<file path="src/rtl/uart_pkg.sv">
// Shared definitions for the UART command queue: command width, issue FSM
// state encoding and the default transmitter busy timeout.
package uart_pkg;

    localparam int CMD_W        = 16;
    localparam int BUSY_TMO_DEF = 4;

    typedef logic [CMD_W-1:0] cmd_t;

    typedef enum logic [1:0] {
        ST_IDLE      = 2'd0,
        ST_ISSUE     = 2'd1,
        ST_WAIT_BUSY = 2'd2,
        ST_WAIT_DONE = 2'd3
    } issue_state_t;

endpackage

</file>
<file path="src/rtl/uart_cmd_queue_if.sv">
// Host-side write handshake and transmitter-side issue handshake of the
// command queue; slave is the queue's view, master the driver's view.
interface uart_cmd_queue_if;
    import uart_pkg::*;

    cmd_t in_data;
    logic in_vld;
    logic in_rdy;
    cmd_t cmd_in;
    logic cmd_vld;
    logic cmd_rdy;

    modport slave (
        input  in_data, in_vld, cmd_rdy,
        output in_rdy, cmd_in, cmd_vld
    );

    modport master (
        output in_data, in_vld, cmd_rdy,
        input  in_rdy, cmd_in, cmd_vld
    );

endinterface

</file>
<file path="src/rtl/sync_fifo.sv">
// Single-clock FIFO; pointers carry one extra wrap bit so full, empty and
// level all come straight from registered state.
module sync_fifo #(
    parameter int WIDTH = 16,
    parameter int DEPTH = 8
) (
    input  logic                     clk,
    input  logic                     rst_n,
    input  logic                     i_push,
    input  logic                     i_pop,
    input  logic [WIDTH-1:0]         i_wdata,
    output logic [WIDTH-1:0]         o_rdata,
    output logic                     o_full,
    output logic                     o_empty,
    output logic [$clog2(DEPTH):0]   o_level
);

    localparam int AW = $clog2(DEPTH);
    localparam int LW = AW + 1;

    logic [WIDTH-1:0] r_mem [DEPTH];
    logic [AW:0]      r_wr_ptr;
    logic [AW:0]      r_rd_ptr;
    logic [LW-1:0]    w_level;
    logic             w_do_push;
    logic             w_do_pop;

    assign w_level   = r_wr_ptr - r_rd_ptr;
    assign o_level   = w_level;
    assign o_full    = (w_level == LW'(DEPTH));
    assign o_empty   = (r_wr_ptr == r_rd_ptr);
    assign o_rdata   = r_mem[r_rd_ptr[AW-1:0]];
    assign w_do_push = i_push && !o_full;
    assign w_do_pop  = i_pop && !o_empty;

    always_ff @(posedge clk or negedge rst_n) begin
        if (!rst_n) begin
            r_wr_ptr <= '0;
            r_rd_ptr <= '0;
        end else begin
            if (w_do_push) r_wr_ptr <= r_wr_ptr + LW'(1);
            if (w_do_pop)  r_rd_ptr <= r_rd_ptr + LW'(1);
        end
    end

    // Storage needs no reset; only pointer-qualified words are ever read.
    always_ff @(posedge clk) begin
        if (w_do_push) r_mem[r_wr_ptr[AW-1:0]] <= i_wdata;
    end

endmodule

</file>
<file path="src/rtl/uart_cmd_queue.sv">
// Command queue feeding a UART transmitter: buffers host commands and issues
// them one at a time, watching that the transmitter actually goes busy.
//
// state        | meaning
// -------------+------------------------------------------------------------
// ST_IDLE      | nothing outstanding; pop head when queue non-empty and tx idle
// ST_ISSUE     | cmd_vld high for this single cycle
// ST_WAIT_BUSY | waiting for tx to drop cmd_rdy; timeout sets tmo_err
// ST_WAIT_DONE | tx busy sending the frame pair; wait for cmd_rdy to return
module uart_cmd_queue
    import uart_pkg::*;
#(
    parameter int DEPTH    = 8,
    parameter int BUSY_TMO = BUSY_TMO_DEF
) (
    input  logic                   clk,
    input  logic                   rst_n,
    uart_cmd_queue_if.slave        bus,
    input  logic                   i_clr_err,
    output logic [$clog2(DEPTH):0] o_level,
    output logic                   o_ovf_err,
    output logic                   o_tmo_err
);

    localparam int TMO_W = (BUSY_TMO > 1) ? $clog2(BUSY_TMO) : 1;
    localparam logic [TMO_W-1:0] TMO_LOAD = TMO_W'(BUSY_TMO - 1);

    issue_state_t     r_state;
    issue_state_t     w_state_nxt;
    logic [TMO_W-1:0] r_tmo_cnt;
    cmd_t             r_cmd_in;
    logic             r_cmd_vld;
    logic             r_ovf_err;
    logic             r_tmo_err;

    cmd_t             w_head;
    logic             w_full;
    logic             w_empty;
    logic             w_push;
    logic             w_pop;
    logic             w_ovf_set;
    logic             w_tmo_hit;

    assign w_push    = bus.in_vld && !w_full;
    assign w_ovf_set = bus.in_vld && w_full;
    assign w_pop     = (r_state == ST_IDLE) && !w_empty && bus.cmd_rdy;

    assign bus.in_rdy  = !w_full;
    assign bus.cmd_in  = r_cmd_in;
    assign bus.cmd_vld = r_cmd_vld;
    assign o_ovf_err   = r_ovf_err;
    assign o_tmo_err   = r_tmo_err;

    sync_fifo #(
        .WIDTH (CMD_W),
        .DEPTH (DEPTH)
    ) u_fifo (
        .clk     (clk),
        .rst_n   (rst_n),
        .i_push  (w_push),
        .i_pop   (w_pop),
        .i_wdata (bus.in_data),
        .o_rdata (w_head),
        .o_full  (w_full),
        .o_empty (w_empty),
        .o_level (o_level)
    );

    always_ff @(posedge clk or negedge rst_n) begin
        if (!rst_n) r_state <= ST_IDLE;
        else        r_state <= w_state_nxt;
    end

    always_comb begin
        w_state_nxt = r_state;
        w_tmo_hit   = 1'b0;
        case (r_state)
            ST_IDLE:      if (w_pop) w_state_nxt = ST_ISSUE;
            ST_ISSUE:     w_state_nxt = ST_WAIT_BUSY;
            ST_WAIT_BUSY: begin
                if (!bus.cmd_rdy) begin
                    w_state_nxt = ST_WAIT_DONE;
                end else if (r_tmo_cnt == '0) begin
                    w_tmo_hit   = 1'b1;
                    w_state_nxt = ST_IDLE;
                end
            end
            ST_WAIT_DONE: if (bus.cmd_rdy) w_state_nxt = ST_IDLE;
            default:      w_state_nxt = ST_IDLE;
        endcase
    end

    // Down-counter armed during ISSUE so WAIT_BUSY lasts at most BUSY_TMO cycles.
    always_ff @(posedge clk or negedge rst_n) begin
        if (!rst_n) begin
            r_tmo_cnt <= '0;
        end else if (r_state == ST_ISSUE) begin
            r_tmo_cnt <= TMO_LOAD;
        end else if ((r_state == ST_WAIT_BUSY) && (r_tmo_cnt != '0)) begin
            r_tmo_cnt <= r_tmo_cnt - TMO_W'(1);
        end
    end

    always_ff @(posedge clk or negedge rst_n) begin
        if (!rst_n) begin
            r_cmd_in  <= '0;
            r_cmd_vld <= 1'b0;
        end else begin
            r_cmd_vld <= w_pop;
            if (w_pop) r_cmd_in <= w_head;
        end
    end

    // A set in the same cycle as clr_err takes priority.
    always_ff @(posedge clk or negedge rst_n) begin
        if (!rst_n) begin
            r_ovf_err <= 1'b0;
            r_tmo_err <= 1'b0;
        end else begin
            if (w_ovf_set)      r_ovf_err <= 1'b1;
            else if (i_clr_err) r_ovf_err <= 1'b0;
            if (w_tmo_hit)      r_tmo_err <= 1'b1;
            else if (i_clr_err) r_tmo_err <= 1'b0;
        end
    end

endmodule

</file>
<file path="src/flat_wrapper.sv">
// flat-port wrapper written by rule: the top's interface ports become plain ports
module uart_cmd_queue_flat import uart_pkg::*;
#(
    parameter int DEPTH    = 8,
    parameter int BUSY_TMO = BUSY_TMO_DEF
)
  (clk, rst_n, i_clr_err, o_level, o_ovf_err, o_tmo_err, bus_in_data, bus_in_vld, bus_cmd_rdy, bus_in_rdy, bus_cmd_in, bus_cmd_vld);
  uart_cmd_queue_if bus_i ();
  input  logic clk;
  input  logic rst_n;
  input  logic i_clr_err;
  output logic [$clog2(DEPTH):0] o_level;
  output logic o_ovf_err;
  output logic o_tmo_err;
  input wire logic [$bits(bus_i.in_data)-1:0] bus_in_data;
  input wire logic [$bits(bus_i.in_vld)-1:0] bus_in_vld;
  input wire logic [$bits(bus_i.cmd_rdy)-1:0] bus_cmd_rdy;
  output wire logic [$bits(bus_i.in_rdy)-1:0] bus_in_rdy;
  output wire logic [$bits(bus_i.cmd_in)-1:0] bus_cmd_in;
  output wire logic [$bits(bus_i.cmd_vld)-1:0] bus_cmd_vld;
  assign bus_i.in_data = bus_in_data;
  assign bus_i.in_vld = bus_in_vld;
  assign bus_i.cmd_rdy = bus_cmd_rdy;
  assign bus_in_rdy = bus_i.in_rdy;
  assign bus_cmd_in = bus_i.cmd_in;
  assign bus_cmd_vld = bus_i.cmd_vld;
  uart_cmd_queue #(.DEPTH(DEPTH), .BUSY_TMO(BUSY_TMO)) u_core (.clk(clk), .rst_n(rst_n), .bus(bus_i), .i_clr_err(i_clr_err), .o_level(o_level), .o_ovf_err(o_ovf_err), .o_tmo_err(o_tmo_err));
endmodule
</file>
<file path="config.mk">
export PLATFORM = sky130hd
export DESIGN_NAME = uart_cmd_queue_flat
export DESIGN_NICKNAME = d
export VERILOG_FILES = /design/src/rtl/uart_pkg.sv /design/src/rtl/uart_cmd_queue_if.sv /design/src/rtl/sync_fifo.sv /design/src/rtl/uart_cmd_queue.sv /design/src/flat_wrapper.sv
export SDC_FILE = /design/constraint.sdc
export NUM_CORES = 1
export LEC_CHECK = 0
export ABC_CLOCK_PERIOD_IN_PS = 7810
export CAP_MARGIN = 30
export CORE_MARGIN = 8
export CORE_UTILIZATION = 45
export CTS_BUF_LIST = sky130_fd_sc_hd__clkbuf_8
export DETAILED_ROUTE_END_ITERATION = 7
export GPL_TIMING_DRIVEN = 0
export SLEW_MARGIN = 40
export SYNTH_ARGS = -nofsm -noshare
export SYNTH_HDL_FRONTEND = slang
export SYNTH_HIERARCHICAL = 1
export SYNTH_SLANG_ARGS = --single-unit
</file>
<file path="constraint.sdc">
create_clock -name clk -period 7.81 [get_ports clk]
set_clock_uncertainty 0.05 [all_clocks]
set_input_delay 1.9525 -clock clk [delete_from_list [all_inputs] [get_ports clk]]
set_output_delay 1.9525 -clock clk [all_outputs]
set_load 0.005 [all_outputs]
</file>
==> flow_summary_export.csv, run 1 <==
group,metric,value,unit
sta,fmaxAchievable,169,MHz
sta,finalCritPeriodShare,0.757,
synth,ys.flop_type,"edfxtp_1",
grt,antenna_found_initial,0,
placed_design,pre_cts_ws,2.37,ns
cells_and_area,layout.cells.most_common,"edfxtp_1",
grt,grt_pass1_wl,20700,µm
synth,synth_area_leaders,"edfxtp_1 (60%), dfrtp_1 (12%), mux4_2 (11%)",
floorplanning,initial_core_util,0.462,
sta,worst_slew_pin_slew,0.845,ns
synth,synth_seq_area_share,0.720,
route,first_iter_violations,260,
route,vias_per_cell,5.34,
hold_path,hold_depth,1,
cells_and_area,n_antenna_cell,0,
synth,syn_area,0.00641,mm²
route,drc,0,
worst_setup_path,reg2reg_slack,3.18,ns
cells_and_area,drive_above_1_share,0.285,
clocking,ctsResizeCount,0,
floorplanning,dieArea,0.0183,mm²
synth,yosysTopAreaCellShare,0.599,
clocking,cts_buffers,17,
synth,synth_area_leader_cell,"edfxtp_1",
floorplanning,die_w,135,µm
worst_setup_path,crit_arrival,3.91,ns
hold_path,hold_start,"u_core/bus.cmd_in[7]",
sta,slew_viol_final,0,
sta,hold_viol,0,
worst_setup_path,cp-start-kind,"flip-flop",
route,drt-total-wl,13300,µm
cells_and_area,area_growth,19.9,%
clocking,holdBufCountCts,0,
clocking,cts_root_buf,"clkbuf_8",
synth,synth_cell_type_count,45,
synth,synthesis.nets,375,
synth,postSynthCellCount,347,
clocking,cts.sinks,159,
route,dr.pass1.iters,6,
synth,synthArstFlopShare,0.195,
placed_design,globalplace.congestion,0.729,
grt,grt_max_degree,22,
status,status,"complete, no violations",
worst_setup_path,worstPathMaxFanout,11,
clocking,path_clk_slew,0.08,ns
placed_design,io_buffers,44,
worst_setup_path,worstRegToRegCells,12,
clocking,ctsHtreeMaxLevel,4,
clocking,clk_latency,0.45,ns
worst_setup_path,cp.required,5.81,ns
route,postRouteAntennaNets,0,
route,vias,3378,
power,leakagePower,2.80,nW
power,pwr_density_cell,382,mW/mm²
job,cap_violations,0,
cells_and_area,mostFrequentLayoutCells,"edfxtp_1 (128), nand2_1 (55), clkdlybuf4s50_1 (43), mux4_2 (32), dfrtp_1 (31)",
sta,setup_slack,1.90,ns
worst_setup_path,worstSetupPathType,"reg2out",
grt,grt-ovfl-total,0,
floorplanning,die_y,135,µm
clocking,cts_setup_buffers,0,
route,wl_per_cell,21.1,µm
worst_setup_path,crit_path_end_kind,"primary output",
sta,setup_viol,0,
sta,layout_min_cycle_time,5.91,ns
floorplanning,core.rowCount,43,
cells_and_area,fill_cells,1131,
clocking,clockBufferDepth,2,
worst_setup_path,reg2reg_from,"u_core/u_fifo/r_rd_ptr[2]",
worst_setup_path,r2r-end,"u_core/u_fifo/r_mem[0][5]",
hold_path,min_path_type,"reg2reg",
grt,grt_usage,0.155,
grt,grt_pass1_vias,3556,
hold_path,min_to,"u_core/bus.cmd_in[7]",
synth,synth_edf_count,128,
synth,ys_ff_latch,159,
power,peakVddDrop,0.000141,V
sta,slew_headroom,0.437,
synth,avgSynthCellArea,18.5,µm²
clocking,tritoncts,"done",
placed_design,hpwl,9200,µm
floorplanning,core,0.0139,mm²
sta,setup_tns,0,ns
floorplanning,io_pins,45,
cells_and_area,finalNetCount,468,
cells_and_area,fin_util,0.554,
synth,ys.warnings.count,6,
sta,rsz0062_at_grt,"no",
## worst max-delay path, cell delays in order, from the launching register on
cell             delay, ns
dfrtp_1               0.32
buf_2                 0.29
clkinv_1              0.37
clkbuf_1              0.40
ha_1                  0.44
a21oi_1               0.33
a21oi_2               0.19
nor3_4                0.58
inv_1                 0.08
clkdlybuf4s50_1       0.46
## cell type report
class,instances,area [µm²],area share
clock buffers,17,234,0.0304
well taps,180,225,0.0293
multi-input cells,161,1700,0.222
clock inverters,15,118,0.0153
inverters,12,45.0,0.00586
plain buffers,15,92.6,0.0120
flip-flops and latches,159,4620,0.601
repair buffers,74,649,0.0845
## synthesized netlist by cell type, types with 3 or more instances
master and n:
inv_1 11, o21a_1 3, mux2_4 9, dfrtp_1 31
mux4_2 32, edfxtp_1 128, xnor2_1 4, ha_1 6
clkbuf_1 4, nand2_1 55, buf_2 5, nor3_1 5
nor2_1 3, mux2_2 8, nor4_1 4
## kinds of logic after synthesis
family          Yosys count  synth area share
compound gates           16            0.0213
xor+xnor                  7            0.0107
fa+ha+maj                 7            0.0148
simple gates             82            0.0638
buf+inv                  27            0.0215
mux                      49             0.148
flops                   159             0.720
## layer usage
| metal | routed length [µm] | global-route usage | up-vias |
|---|---|---|---|
| met3 | 562 | 0.0464 | 20 |
| met2 | 6450 | 0.237 | 82 |
| li1 | - | - | 1524 |
| met5 | 0 | 0 | - |
| met4 | 232 | 0.0592 | 0 |
| met1 | 6100 | 0.206 | 1752 |
## stage by stage
stage | area [µm²] | hold WS, ns | power, mW | std cells
2_1_floorplan | 6410 | 0.452 | 1.94 | 347
3_3_place_gp | 7080 | 0.442 | 2.34 | 571
3_5_place_dp | 7330 | 0.448 | 2.42 | 601
4_1_cts | 7690 | 0.465 | 2.97 | 633
5_1_grt | 7690 | 0.478 | 3.11 | 633
6_report | 7690 | 0.459 | 2.94 | 633
## worst max path at each step
stage	from	endpoint	slack (ns)	depth (start not counted)
3_5_place_dp	u_core/u_fifo/r_rd_ptr[2]	bus_in_rdy	2.37	9
6_report	u_core/u_fifo/r_rd_ptr[2]	bus_in_rdy	1.90	9
3_3_place_gp	u_core/u_fifo/r_rd_ptr[2]	u_core/u_fifo/r_mem[5][3]	0.79	10
2_1_floorplan	bus_in_vld	u_core/u_fifo/r_mem[1][0]	3.28	3
4_1_cts	u_core/u_fifo/r_rd_ptr[2]	bus_in_rdy	1.87	9
5_1_grt	u_core/u_fifo/r_rd_ptr[2]	bus_in_rdy	1.65	9
## state kept, by name (all words and copies together), names as in the netlist
signal,flops
u_core/o_tmo_err,1
u_core/o_ovf_err,1
u_core/r_state,2
u_core/bus.cmd_in,16
u_core/u_fifo/r_rd_ptr,4
u_core/r_tmo_cnt,2
u_core/u_fifo/r_mem,128
u_core/bus.cmd_vld,1
u_core/u_fifo/r_wr_ptr,4
## where the power goes
part	switching, mW	total (mW)	internal, mW
clock	0.278	0.550	0.272
combinational	0.602	1.19	0.586
sequential	0.0767	1.20	1.12
total	0.956	2.94	1.98
Power figures use the tool's default switching activity.
==> run 2: changes to the inputs <==
--- a/config.mk
+++ b/config.mk
@@ -5,7 +5,7 @@
 export SDC_FILE = /design/constraint.sdc
 export NUM_CORES = 1
 export LEC_CHECK = 0
-export ABC_CLOCK_PERIOD_IN_PS = 7810
+export ABC_CLOCK_PERIOD_IN_PS = 5500
 export CAP_MARGIN = 30
 export CORE_MARGIN = 8
 export CORE_UTILIZATION = 45
==> constraint.sdc (replaced) <==
create_clock -name clk -period 5.5 [get_ports clk]
set_clock_uncertainty 0.05 [all_clocks]
set_input_delay 1.375 -clock clk [delete_from_list [all_inputs] [get_ports clk]]
set_output_delay 1.375 -clock clk [all_outputs]
set_load 0.005 [all_outputs]
==> run 2 against run 1 <==
Effect of this change:
- first-iteration DRC count up 5.0%
- cell count up 0.95%
- hold slack about the same
- clock power up 42%
- non-clock buffer count up 6
- flip-flop and latch count unchanged
- critical path type unchanged
- core utilization up 0.32 points
- critical endpoint unchanged
- largest cell class unchanged
==> flow_summary_export.csv, run 2 (synthesized netlist as in run 1, its figures left out) <==
group,metric,value,unit
floorplanning,core.rowCount,43,
power,p_seq_frac,0.404,
worst_setup_path,cp.required,4.07,ns
sta,layout_min_cycle_time,5.11,ns
grt,grt_usage,0.155,
route,first_iter_violations,273,
power,leakagePower,2.83,nW
power,power.total,4.22,mW
route,wl_per_cell,21.0,µm
floorplanning,dieArea,0.0183,mm²
power,pwr_density_cell,546,mW/mm²
grt,grtUsageMet2,0.237,
worst_setup_path,reg2reg_from,"u_core/u_fifo/r_rd_ptr[2]",
grt,grt_pass1_wl,20700,µm
sta,slew_viol_final,0,
job,cap_violations,0,
route,drt-total-wl,13400,µm
clocking,cts_root_buf,"clkbuf_8",
cells_and_area,finalNetCount,474,
cells_and_area,multi_input_area,0.00170,mm²
sta,holdWs,0.459,ns
worst_setup_path,worstPathMaxFanout,10,
floorplanning,die_y,135,µm
power,p_comb_frac,0.411,
cells_and_area,largest_reg_flops,128,
cells_and_area,fill_cells,1125,
power,p_sw_frac,0.325,
worst_setup_path,worstSetupPathType,"reg2out",
grt,grt_pass1_vias,3556,
clocking,path_clk_slew,0.08,ns
sta,worst_slew_pin_slew,0.848,ns
placed_design,globalplace.congestion,0.729,
sta,slew_headroom,0.435,
power,p_clk_frac,0.185,
hold_path,min_path_type,"reg2reg",
floorplanning,initial_core_util,0.462,
clocking,tritoncts,"done",
sta,setup_viol,0,
route,dr.pass1.iters,4,
power,p_switching,1.37,mW
route,postRouteAntennaNets,0,
grt,grt-ovfl-total,0,
grt,grt_util_met1,0.206,
status,status,"complete, no violations",
worst_setup_path,crit_arrival,3.68,ns
grt,grt_max_degree,22,
hold_path,hold_start,"u_core/bus.cmd_in[7]",
worst_setup_path,crit_path_end_kind,"primary output",
clocking,clk_latency,0.45,ns
floorplanning,die_w,135,µm
floorplanning,io_pins,45,
worst_setup_path,cp-start-kind,"flip-flop",
route,drc,0,
placed_design,hpwl,9200,µm
floorplanning,core,0.0139,mm²
route,vias_per_cell,5.37,
cells_and_area,seq_area,0.00462,mm²
sta,hold_viol,0,
cells_and_area,area_growth,20.6,%
cells_and_area,layout.cells.most_common,"edfxtp_1",
power,peakVddDrop,0.000200,V
cells_and_area,fin_util,0.557,
sta,finalCritPeriodShare,0.929,
clocking,cts.sinks,159,
cells_and_area,mostFrequentLayoutCells,"edfxtp_1 (128), nand2_1 (55), clkdlybuf4s50_1 (43), mux4_2 (32), dfrtp_1 (31)",
cells_and_area,drive_above_1_share,0.294,
worst_setup_path,reg2reg_slack,0.89,ns
grt,grtUsageMet3,0.0464,
clocking,ctsHtreeMaxLevel,4,
clocking,cts_buffers,17,
sta,fmaxAchievable,196,MHz
sta,rsz0062_at_grt,"no",
worst_setup_path,startpoint,"u_core/u_fifo/r_rd_ptr[2]",
power,internal_power,2.85,mW
cells_and_area,n_antenna_cell,0,
clocking,clockBufferDepth,2,
placed_design,io_buffers,44,
route,vias,3432,
grt,antenna_found_initial,0,
grt,busiest_layer,"met2",
run 2: final cells by class:
cell class                 count  share of cell area
buffer                        15              0.0120
tap                          180              0.0291
multi-input combinational    161               0.220
inverter                      12             0.00583
clock buffer                  17              0.0303
clock inverter                15              0.0152
sequential                   159               0.598
timing repair buffer          80              0.0898
run 2: metrics by stage:
step | cells | setup slack (ns) | setup TNS (ns) | cell area (µm²)
final | 639 | 0.392 | 0 | 7730
after global routing | 639 | 0.174 | 0 | 7730
after CTS | 633 | 0.136 | 0 | 7690
after detailed placement | 601 | 0.637 | 0 | 7330
after global placement | 571 | -1.52 | -111.14 | 7080
after floorplan | 347 | 1.06 | 0 | 6410
run 2: timing repair:
item                       in CTS  in global routing
gates resized for setup         0                  0
setup buffers                   0                  6
setup endpoints to repair       0                  1
hold buffers                    0                  0
run 2: routing by layer:
metal	part of all wire	up-vias	routed length, µm
li1	-	1538	-
met1	0.45	1788	6060
met2	0.48	82	6460
met3	0.046	24	617
met4	0.021	0	284
met5	0	-	0
run 2: power by group through the flow:
stage / sequential (mW) / combinational [mW] / clock, mW
2_1_floorplan: 1.71 / 1.05 / 0
3_3_place_gp: 1.74 / 1.58 / 0
3_5_place_dp: 1.73 / 1.71 / 0
4_1_cts: 1.71 / 1.71 / 0.801
5_1_grt: 1.73 / 1.89 / 0.852
6_report: 1.70 / 1.74 / 0.781
run 2: final timing paths:
kind | end | depth (start not counted)
setup / recovery | bus_in_rdy | 9
hold / removal | u_core/bus.cmd_in[7] | 1
hold reg to reg | u_core/bus.cmd_in[7] | 1
min in group asynchronous | u_core/bus.cmd_in[13] | 1
max in group asynchronous | u_core/bus.cmd_in[11] | 2
setup reg to reg | u_core/u_fifo/r_mem[0][5] | 12
run 2: worst max-delay path: stages, from the launching register on:
cell and delay (ns):
dfrtp_1 0.32, buf_2 0.29, clkinv_1 0.36, clkbuf_1 0.40
ha_1 0.44, xor2_1 0.19, or3_4 0.39, nor3_4 0.32
inv_1 0.07, clkdlybuf4s50_1 0.45
==> edit (settings of run 2) <==
`BUSY_TMO_DEF`: 4 -> 8.
--- a/src/rtl/uart_pkg.sv
+++ b/src/rtl/uart_pkg.sv
@@ -4,5 +4,5 @@
 
     localparam int CMD_W        = 16;
-    localparam int BUSY_TMO_DEF = 4;
+    localparam int BUSY_TMO_DEF = 8;
 
     typedef logic [CMD_W-1:0] cmd_t;
Formal check against the unedited RTL: not equivalent (a bounded check fails within 10 cycles, from zero or initial values and one cycle with rst_n low).
==> edit against run 2 <==
Power down 3.1%; cell area shrank 1.0%; sequential cell count up 1; synthesized area is 0.55% higher; routed wire length is 4.9% lower; setup slack got worse by 0.16 ns; sequential share of layout area grew 0.95 points; final cell count increased by 0.16%; count of clock-buffer cells in the layout is 1 higher; largest power group is now registers.
==> edit: results (changes against run 2) <==
Placement
  • DP Area: 7317 um^2 (-0.24%)
  • Final weighted congestion in routability-driven placement: 0.7048 (-3.4%)

Worst hold path
  • Hold Startpoint: u_core/bus.cmd_in[9]
  • Hold Path Sink: u_core/bus.cmd_in[9]

Pwr
  • Clock share of power: 0.181 (-0.004)
  • Sw Pwr: 1.333 mW (-2.8%)
  • Leak: 2.757 nW (-2.7%)

GRT
  • GRT Util Overall: 0.1488 (-0.006504)
  • First-pass GRT wire length: 20.18 mm (-2.7%)
  • Met1 global-route usage: 0.1957 (-0.01049)

Critical path
  • Worst r2r dst: u_core/u_fifo/r_mem[0][6]
  • Crit path from: u_core/u_fifo/r_rd_ptr[1]
  • CP arrival: 3.84 ns (+0.16 ns)
  • FF-to-FF setup slack: 0.91 ns (+0.02 ns)
  • Slowest-stage cell, CP: buf_1
  • CP Max Fanout: 11 (+1)

Layout
  • #MultiIn Comb: 169 (+5.0%)
  • Storage element area: 4644 um^2 (+0.54%)
  • Multi-input gate area: 1720 um^2 (+1.0%)
  • Data buffer area share: 0.08863 (-0.01316)
  • Clock buf/inv share: 0.04366 (-0.001813)
  • Nonclk inv count: 13 (+1)
  • Clock buf count: 18 (+1)

Routing
  • WL met2: 6.227 mm (-3.5%)
  • Routed vias/inst: 5.334 (-0.68%)
  • Met3 WL: 611 um (-0.97%)
  • Drt total wl: 12.77 mm (-4.9%)

Synth
  • Async SR Flop Fraction: 0.2000 (+0.005031)
  • Register area share after synthesis: 0.7204 (about the same)
  • Post-synth top cells: edfxtp_1 (128), nand2_1 (54), dfrtp_1 (32), mux4_2 (32), mux2_2 (16)
  • Synth top area cells: edfxtp_1 (60%), dfrtp_1 (12%), mux4_2 (11%)
  • Yosys cell types: 46 (+2.2%)

Run status
  • Status: complete, no violations

Clock network
  • TritonCTS Sinks: 160 (+0.63%)
==> edit: cell count changes after synthesis, moves of 2 or more <==
| cell | run 2 | this run |
|---|---|---|
| mux2_2 | 8 | 16 |
| a211oi_1 | 2 | 0 |
| nor2_1 | 3 | 6 |
| o21ai_0 | 2 | 4 |
| nor3_1 | 5 | 3 |
| o22a_2 | 0 | 2 |
| nor4bb_1 | 2 | 0 |
| mux2_4 | 9 | 1 |
==> edit: per-stage QoR <==
stage	setup WS [ns]	total power, mW	util	std cells
after global routing	0.01633	4.345	0.5491	640
after floorplan	1.057	2.756	-	357
after detailed placement	0.6659	3.411	0.5251	608
after global placement	-1.323	3.298	0.5105	581
final	0.2334	4.089	0.5491	640
after CTS	0.1644	4.155	0.5491	640
==> edit: kinds of logic after synthesis <==
kind of cell | synth area share
AO/OA/AOI/OAI | 0.02503
multiplexers | 0.1421
AND/OR/NAND/NOR | 0.06501
adder cells (fa/ha/maj) | 0.01669
XOR/XNOR | 0.01067
buffers and inverters | 0.02018
flip-flops | 0.7204
